$ cat src/rtl/tpm_locality_arbiter.sv
// TPM locality ownership arbiter with TIS access-register semantics.
// It tracks requestUse, seize and relinquish, and drains through a handoff window between owners.
module tpm_locality_arbiter #(
    parameter int unsigned NUM_LOC        = 5,
    parameter int unsigned HANDOFF_CYCLES = 4,
    parameter int unsigned CNT_W          = 4
) (
    input  logic               CLOCK_50,
    input  logic               RESET,
    input  logic [NUM_LOC-1:0] req_use,
    input  logic [NUM_LOC-1:0] relinquish,
    input  logic [NUM_LOC-1:0] seize,
    input  logic [NUM_LOC-1:0] clr_seized,
    input  logic               spi_busy,
    output logic [2:0]         active_loc,
    output logic               active_valid,
    output logic [NUM_LOC-1:0] pending,
    output logic [NUM_LOC-1:0] been_seized,
    output logic               loc_change
);

    typedef enum logic [1:0] {
        ST_IDLE    = 2'd0,
        ST_ACTIVE  = 2'd1,
        ST_HANDOFF = 2'd2
    } state_t;

    state_t             r_state, w_state_nxt;
    logic [2:0]         r_active_loc, w_active_loc_nxt;
    logic [NUM_LOC-1:0] r_pending, w_pending_nxt;
    logic [NUM_LOC-1:0] r_been_seized, w_been_seized_nxt;
    logic               r_loc_change, w_loc_change_nxt;
    logic [CNT_W-1:0]   r_cnt, w_cnt_nxt;

    logic [NUM_LOC-1:0] w_owner_mask, w_above_mask, w_seize_valid, w_idle_req;
    logic [NUM_LOC-1:0] w_pend_set, w_pend_clr, w_bs_set;
    logic [2:0]         w_grant_idx, w_seize_idx;
    logic               w_take;

    always_comb begin
        w_owner_mask = '0;
        w_above_mask = '0;
        for (int unsigned i = 0; i < NUM_LOC; i++) begin
            w_above_mask[i] = (i > 32'(r_active_loc));
            w_owner_mask[i] = (r_state == ST_ACTIVE) && (i == 32'(r_active_loc));
        end
    end

    // An IDLE grant also considers requests arriving this cycle, so one edge suffices.
    assign w_idle_req    = (r_pending | req_use | seize) & ~relinquish;
    assign w_seize_valid = (r_state == ST_ACTIVE) ? (seize & w_above_mask) : '0;

    always_comb begin
        w_grant_idx = '0;
        w_seize_idx = '0;
        for (int unsigned i = 0; i < NUM_LOC; i++) begin
            if (w_idle_req[i])    w_grant_idx = 3'(i);
            if (w_seize_valid[i]) w_seize_idx = 3'(i);
        end
    end

    always_comb begin
        w_state_nxt      = r_state;
        w_active_loc_nxt = r_active_loc;
        w_cnt_nxt        = r_cnt;
        w_loc_change_nxt = 1'b0;
        w_take           = 1'b0;
        w_bs_set         = '0;
        w_pend_set       = req_use & ~w_owner_mask;
        if (r_state != ST_ACTIVE) w_pend_set = w_pend_set | seize;
        w_pend_clr       = relinquish & ~w_owner_mask;

        case (r_state)
            ST_IDLE: begin
                if ((|w_idle_req) && !spi_busy) begin
                    w_state_nxt      = ST_ACTIVE;
                    w_active_loc_nxt = w_grant_idx;
                    w_loc_change_nxt = 1'b1;
                    w_take           = 1'b1;
                end
            end
            ST_ACTIVE: begin
                // A valid seize outranks the owner's own relinquish in the same cycle.
                if (|w_seize_valid) begin
                    w_active_loc_nxt = w_seize_idx;
                    w_loc_change_nxt = 1'b1;
                    w_bs_set         = w_owner_mask;
                    w_take           = 1'b1;
                end else if (|(relinquish & w_owner_mask)) begin
                    w_state_nxt      = ST_HANDOFF;
                    w_active_loc_nxt = '0;
                    w_cnt_nxt        = CNT_W'(HANDOFF_CYCLES);
                end
            end
            ST_HANDOFF: begin
                if (r_cnt != '0) begin
                    w_cnt_nxt = r_cnt - CNT_W'(1);
                end else if (!spi_busy) begin
                    w_state_nxt = ST_IDLE;
                end
            end
            default: w_state_nxt = ST_IDLE;
        endcase

        for (int unsigned i = 0; i < NUM_LOC; i++) begin
            if (w_take && (32'(w_active_loc_nxt) == i)) w_pend_clr[i] = 1'b1;
        end
        w_pending_nxt     = (r_pending | w_pend_set) & ~w_pend_clr;
        w_been_seized_nxt = (r_been_seized & ~clr_seized) | w_bs_set;
    end

    always_ff @(posedge CLOCK_50 or posedge RESET) begin
        if (RESET) begin
            r_state       <= ST_IDLE;
            r_active_loc  <= '0;
            r_pending     <= '0;
            r_been_seized <= '0;
            r_loc_change  <= 1'b0;
            r_cnt         <= '0;
        end else begin
            r_state       <= w_state_nxt;
            r_active_loc  <= w_active_loc_nxt;
            r_pending     <= w_pending_nxt;
            r_been_seized <= w_been_seized_nxt;
            r_loc_change  <= w_loc_change_nxt;
            r_cnt         <= w_cnt_nxt;
        end
    end

    assign active_loc   = r_active_loc;
    assign active_valid = (r_state == ST_ACTIVE);
    assign pending      = r_pending;
    assign been_seized  = r_been_seized;
    assign loc_change   = r_loc_change;

endmodule

$ cat config.mk
export PLATFORM = sky130hd
export DESIGN_NAME = tpm_locality_arbiter
export DESIGN_NICKNAME = d
export VERILOG_FILES = /design/src/rtl/tpm_locality_arbiter.sv
export SDC_FILE = /design/constraint.sdc
export NUM_CORES = 1
export LEC_CHECK = 0
export BUFFER_PORTS_ARGS = -buffer_cell sky130_fd_sc_hd__buf_2
export CAP_MARGIN = 30
export CORE_MARGIN = 3
export CORE_UTILIZATION = 40
export CTS_BUF_LIST = sky130_fd_sc_hd__clkbuf_8 sky130_fd_sc_hd__clkbuf_16
export CTS_CLUSTER_DIAMETER = 80
export DETAILED_ROUTE_END_ITERATION = 8
export GPL_TIMING_DRIVEN = 0
export PLACE_DENSITY_LB_ADDON = 0.12
export SLEW_MARGIN = 10
export SYNTH_ARGS = -nofsm -noshare
export SYNTH_HDL_FRONTEND = slang
export SYNTH_SLANG_ARGS = --single-unit
$ cat constraint.sdc
create_clock -name CLOCK_50 -period 1.9 [get_ports CLOCK_50]
set_input_delay 0.095 -clock CLOCK_50 [delete_from_list [all_inputs] [get_ports CLOCK_50]]
set_output_delay 0.095 -clock CLOCK_50 [all_outputs]
set_load 0.01 [all_outputs]
==> impl_metrics.yaml <==
pwr:
  ir_drop_mv: 0.567
  p_comb_share_pct: 57.8
  power.share.sequential_pct: 29.2
  power.net_switching_mw: 1.09
  pwr-share-clk_pct: 13.0
  p_leak_nw: 0.818
  internal_power_mw: 1.42
  power.density_nw_per_um2: 1450
  power_mw: 2.51
  switching_share_pct: 43.5
cts:
  clk_latency_ps: 260
  cts_inserted_buffers: 3
  cts_tree: "built"
  cts_sinks: 20
  cts_root_buf: "clkbuf_8"
  clk_pin_slew_worst_paths_ps: 70
  clock_path_buffers: 2
  htreeDepth: 1
worst_setup_path:
  cp-end-kind: "register"
  arrival_ps: 2080
  worstSetupPathType: "reg -> reg"
  critPathRequiredTime_ps: 2070
  cp_max_fo: 4
  cp-start-kind: "register"
sta:
  report.final.slew_viol_count: 0
  tightestPinTransition_ps: 776
  fmax_ghz: 0.525
  rsz0062_at_grt: "yes"
  skew_ps: 2.83
  fin_crit_ps: 1900
  timing.final.crit_share_pct: 100
  setup_violations: 2
  fin_ws_ps: -4.17
  slew_headroom_pct: 48.2
  hold_viol: 0
logic_synthesis:
  avgSynthCellArea_um2: 8.63
  synthArstFlopShare_pct: 100
  synthCells: 152
  ys_seq_area_share_pct: 38.2
  synth_edf_count: 0
  synthFlopType: "dfrtp_1"
  yosysUniqueCellTypes: 45
  yosys_warnings: 0
  synthesis.nets: 176
  syn_area_um2: 1310
  yosys_register_bits: 20
final_layout:
  seq_area_um2: 504
  layout-drive-gt1-share_pct: 36.7
  fill_cells: 315
  area_growth_pct: 32.4
  layout.nets: 224
  multi_input_area_um2: 772
  final_util_pct: 56.4
  diodes: 0
global_route:
  grt_pass1_vias: 1346
  antenna_found_initial: 0
  grt_max_degree: 21
  grt.total_usage_pct: 19.2
  grt-ovfl-total: 0
  grt_pass1_wl_mm: 6.13
route:
  wl_per_cell_um: 15.6
  routed_wl_mm: 3.79
  ant_nets: 0
  drt_iter0_markers: 151
  vias: 1378
  route.detailed.drc: 0
  vias_per_cell: 5.67
  dr.pass1.iters: 5
floorplanning:
  die_w_um: 63.3
  die_height_um: 63.3
  start_util_pct: 42.6
  core_um2: 3080
  ios: 38
  num_rows: 20
  die_area_um2: 4000
place:
  dp_hpwl_mm: 2.84
  portBuffers: 37
  gp_congestion: 0.813
run_status:
  violations: "negative setup slack"
  status: "finished, violations left"
run:
  cap_violations: 0
worst_hold_path:
  hold_path.class: "in -> reg"
[synthesized netlist by cell type (2+ instances only)]
cell type	instances	area (um^2)
a21o_1	4	30.0
a21oi_1	9	45.0
a221oi_1	2	17.5
a22o_1	2	17.5
a311o_1	2	20.0
a31oi_1	3	18.8
and2_1	2	12.5
buf_2	2	10.0
clkbuf_1	3	11.3
dfrtp_1	20	500
inv_1	18	67.6
mux2i_1	2	20.0
nand2_1	7	26.3
nand2b_1	3	18.8
nand3_1	6	30.0
nor2_1	6	22.5
nor2b_1	5	31.3
nor3_1	8	40.0
nor3b_1	2	15.0
o211ai_1	4	30.0
o21a_1	2	15.0
o21ai_0	6	30.0
o21bai_1	2	15.0
o22ai_1	7	43.8
or3_1	4	25.0
xnor2_1	2	17.5
[power groups by stage]
stage	registers [mW]	logic, mW	clock network [mW]
floorplan	0.699	0.863	0
global placement	0.663	1.26	0
detailed placement	0.670	1.28	0
CTS	0.729	1.30	0.338
global route	0.757	1.58	0.347
finish	0.733	1.45	0.326
[flip-flops by register name (all words and copies together) (netlist names)]
name	cells
loc_change	1
been_seized	5
r_state	2
r_cnt	4
pending	5
active_loc	3
[metrics by stage]
stage                     hold slack [ps]  instances  setup TNS [ps]  instance area (um^2)  worst slack [ps]
after floorplan                      58.8        152               0                  1310              77.0
after global placement                246        233           -2100                  1550              -266
after CTS                            6.89        239               0                  1660              5.70
after global routing                 21.4        243            -161                  1740             -79.5
after detailed placement              254        233           -2160                  1550              -269
final                                12.4        243           -5.27                  1740             -4.17
[final cells by class]
class / count / share of cell area (%)
clock buffers: 4 / 3.17
multi-input cells: 107 / 44.5
well taps: 44 / 3.17
flip-flops and latches: 20 / 29.0
inverters: 18 / 3.89
repair buffers: 46 / 14.8
plain buffers: 4 / 1.44
[metal layers]
| metal | share of wire, % | track usage [%] |
|---|---|---|
| met1 | 47 | 27.1 |
| met2 | 46 | 28.7 |
| met3 | 5.5 | 3.03 |
| met4 | 1.7 | 8.89 |
| met5 | 0 | 0 |
[logic make-up (layout without fill, tap and decap cells)]
group | count (synthesis) | in the layout | share of synthesized area, %
muxes | 2 | 2 | 1.53
adders and majority gates | 1 | 1 | 0.954
buffers and inverters | 25 | 72 | 7.73
AOI/OAI and AO/OA | 51 | 51 | 28.3
DFF | 20 | 20 | 38.2
xor gates and xnor gates | 2 | 2 | 1.34
and+or+nand+nor | 51 | 51 | 21.9
[critical path: stages, from the launching register on]
cell      delay (ps)
dfrtp_1          390
or3_1            340
a222oi_1         320
buf_4            190
a21oi_2           50
o221a_1          290
a221oi_2         230
[final timing paths]
path,startpoint,cells past startpoint,end,slack [ps]
setup / recovery,pending[4],6,pending[2],-4
setup reg to reg,pending[4],6,pending[2],-4
hold / removal,clr_seized[1],2,been_seized[1],10
max in group asynchronous,RESET,3,active_loc[1],850
hold reg to reg,been_seized[4],1,been_seized[4],500
min in group asynchronous,RESET,3,been_seized[4],510
[placed cells by master, fill, tap and decap left out, types with 2 or more instances in the layout]
| master | netlist | final |
|---|---|---|
| nand2_1 | 7 | 7 |
| inv_1 | 18 | 17 |
| o211ai_1 | 4 | 4 |
| dlygate4sd3_1 | 0 | 2 |
| dfrtp_2 | 0 | 3 |
| a311o_1 | 2 | 2 |
| nand3_1 | 6 | 6 |
| a21oi_1 | 9 | 8 |
| nor3b_4 | 0 | 2 |
| o21a_1 | 2 | 2 |
| nor2b_2 | 0 | 2 |
| mux2i_1 | 2 | 2 |
| or3_1 | 4 | 3 |
| a31oi_1 | 3 | 3 |
| clkbuf_8 | 0 | 4 |
| a22o_1 | 2 | 2 |
| nor2b_1 | 5 | 3 |
| o22ai_1 | 7 | 6 |
| nand2b_1 | 3 | 3 |
| dfrtp_1 | 20 | 17 |
| nor2_1 | 6 | 5 |
| buf_2 | 2 | 38 |
| buf_4 | 1 | 9 |
| nor3_1 | 8 | 8 |
| a21o_1 | 4 | 4 |
| a221oi_2 | 1 | 2 |
| o21bai_1 | 2 | 2 |
| xnor2_1 | 2 | 2 |
| o21ai_0 | 6 | 5 |
[repair_timing]
| item | CTS | global route |
|---|---|---|
| pin swaps | 6 | 5 |
| resized for setup | 9 | 11 |
| hold buffers | 2 | 0 |
| setup endpoints to repair | 12 | 11 |
| buffers inserted | 3 | 4 |
| endpoints found under the hold margin | 21 | 0 |
(Power assumes the default switching activity.)
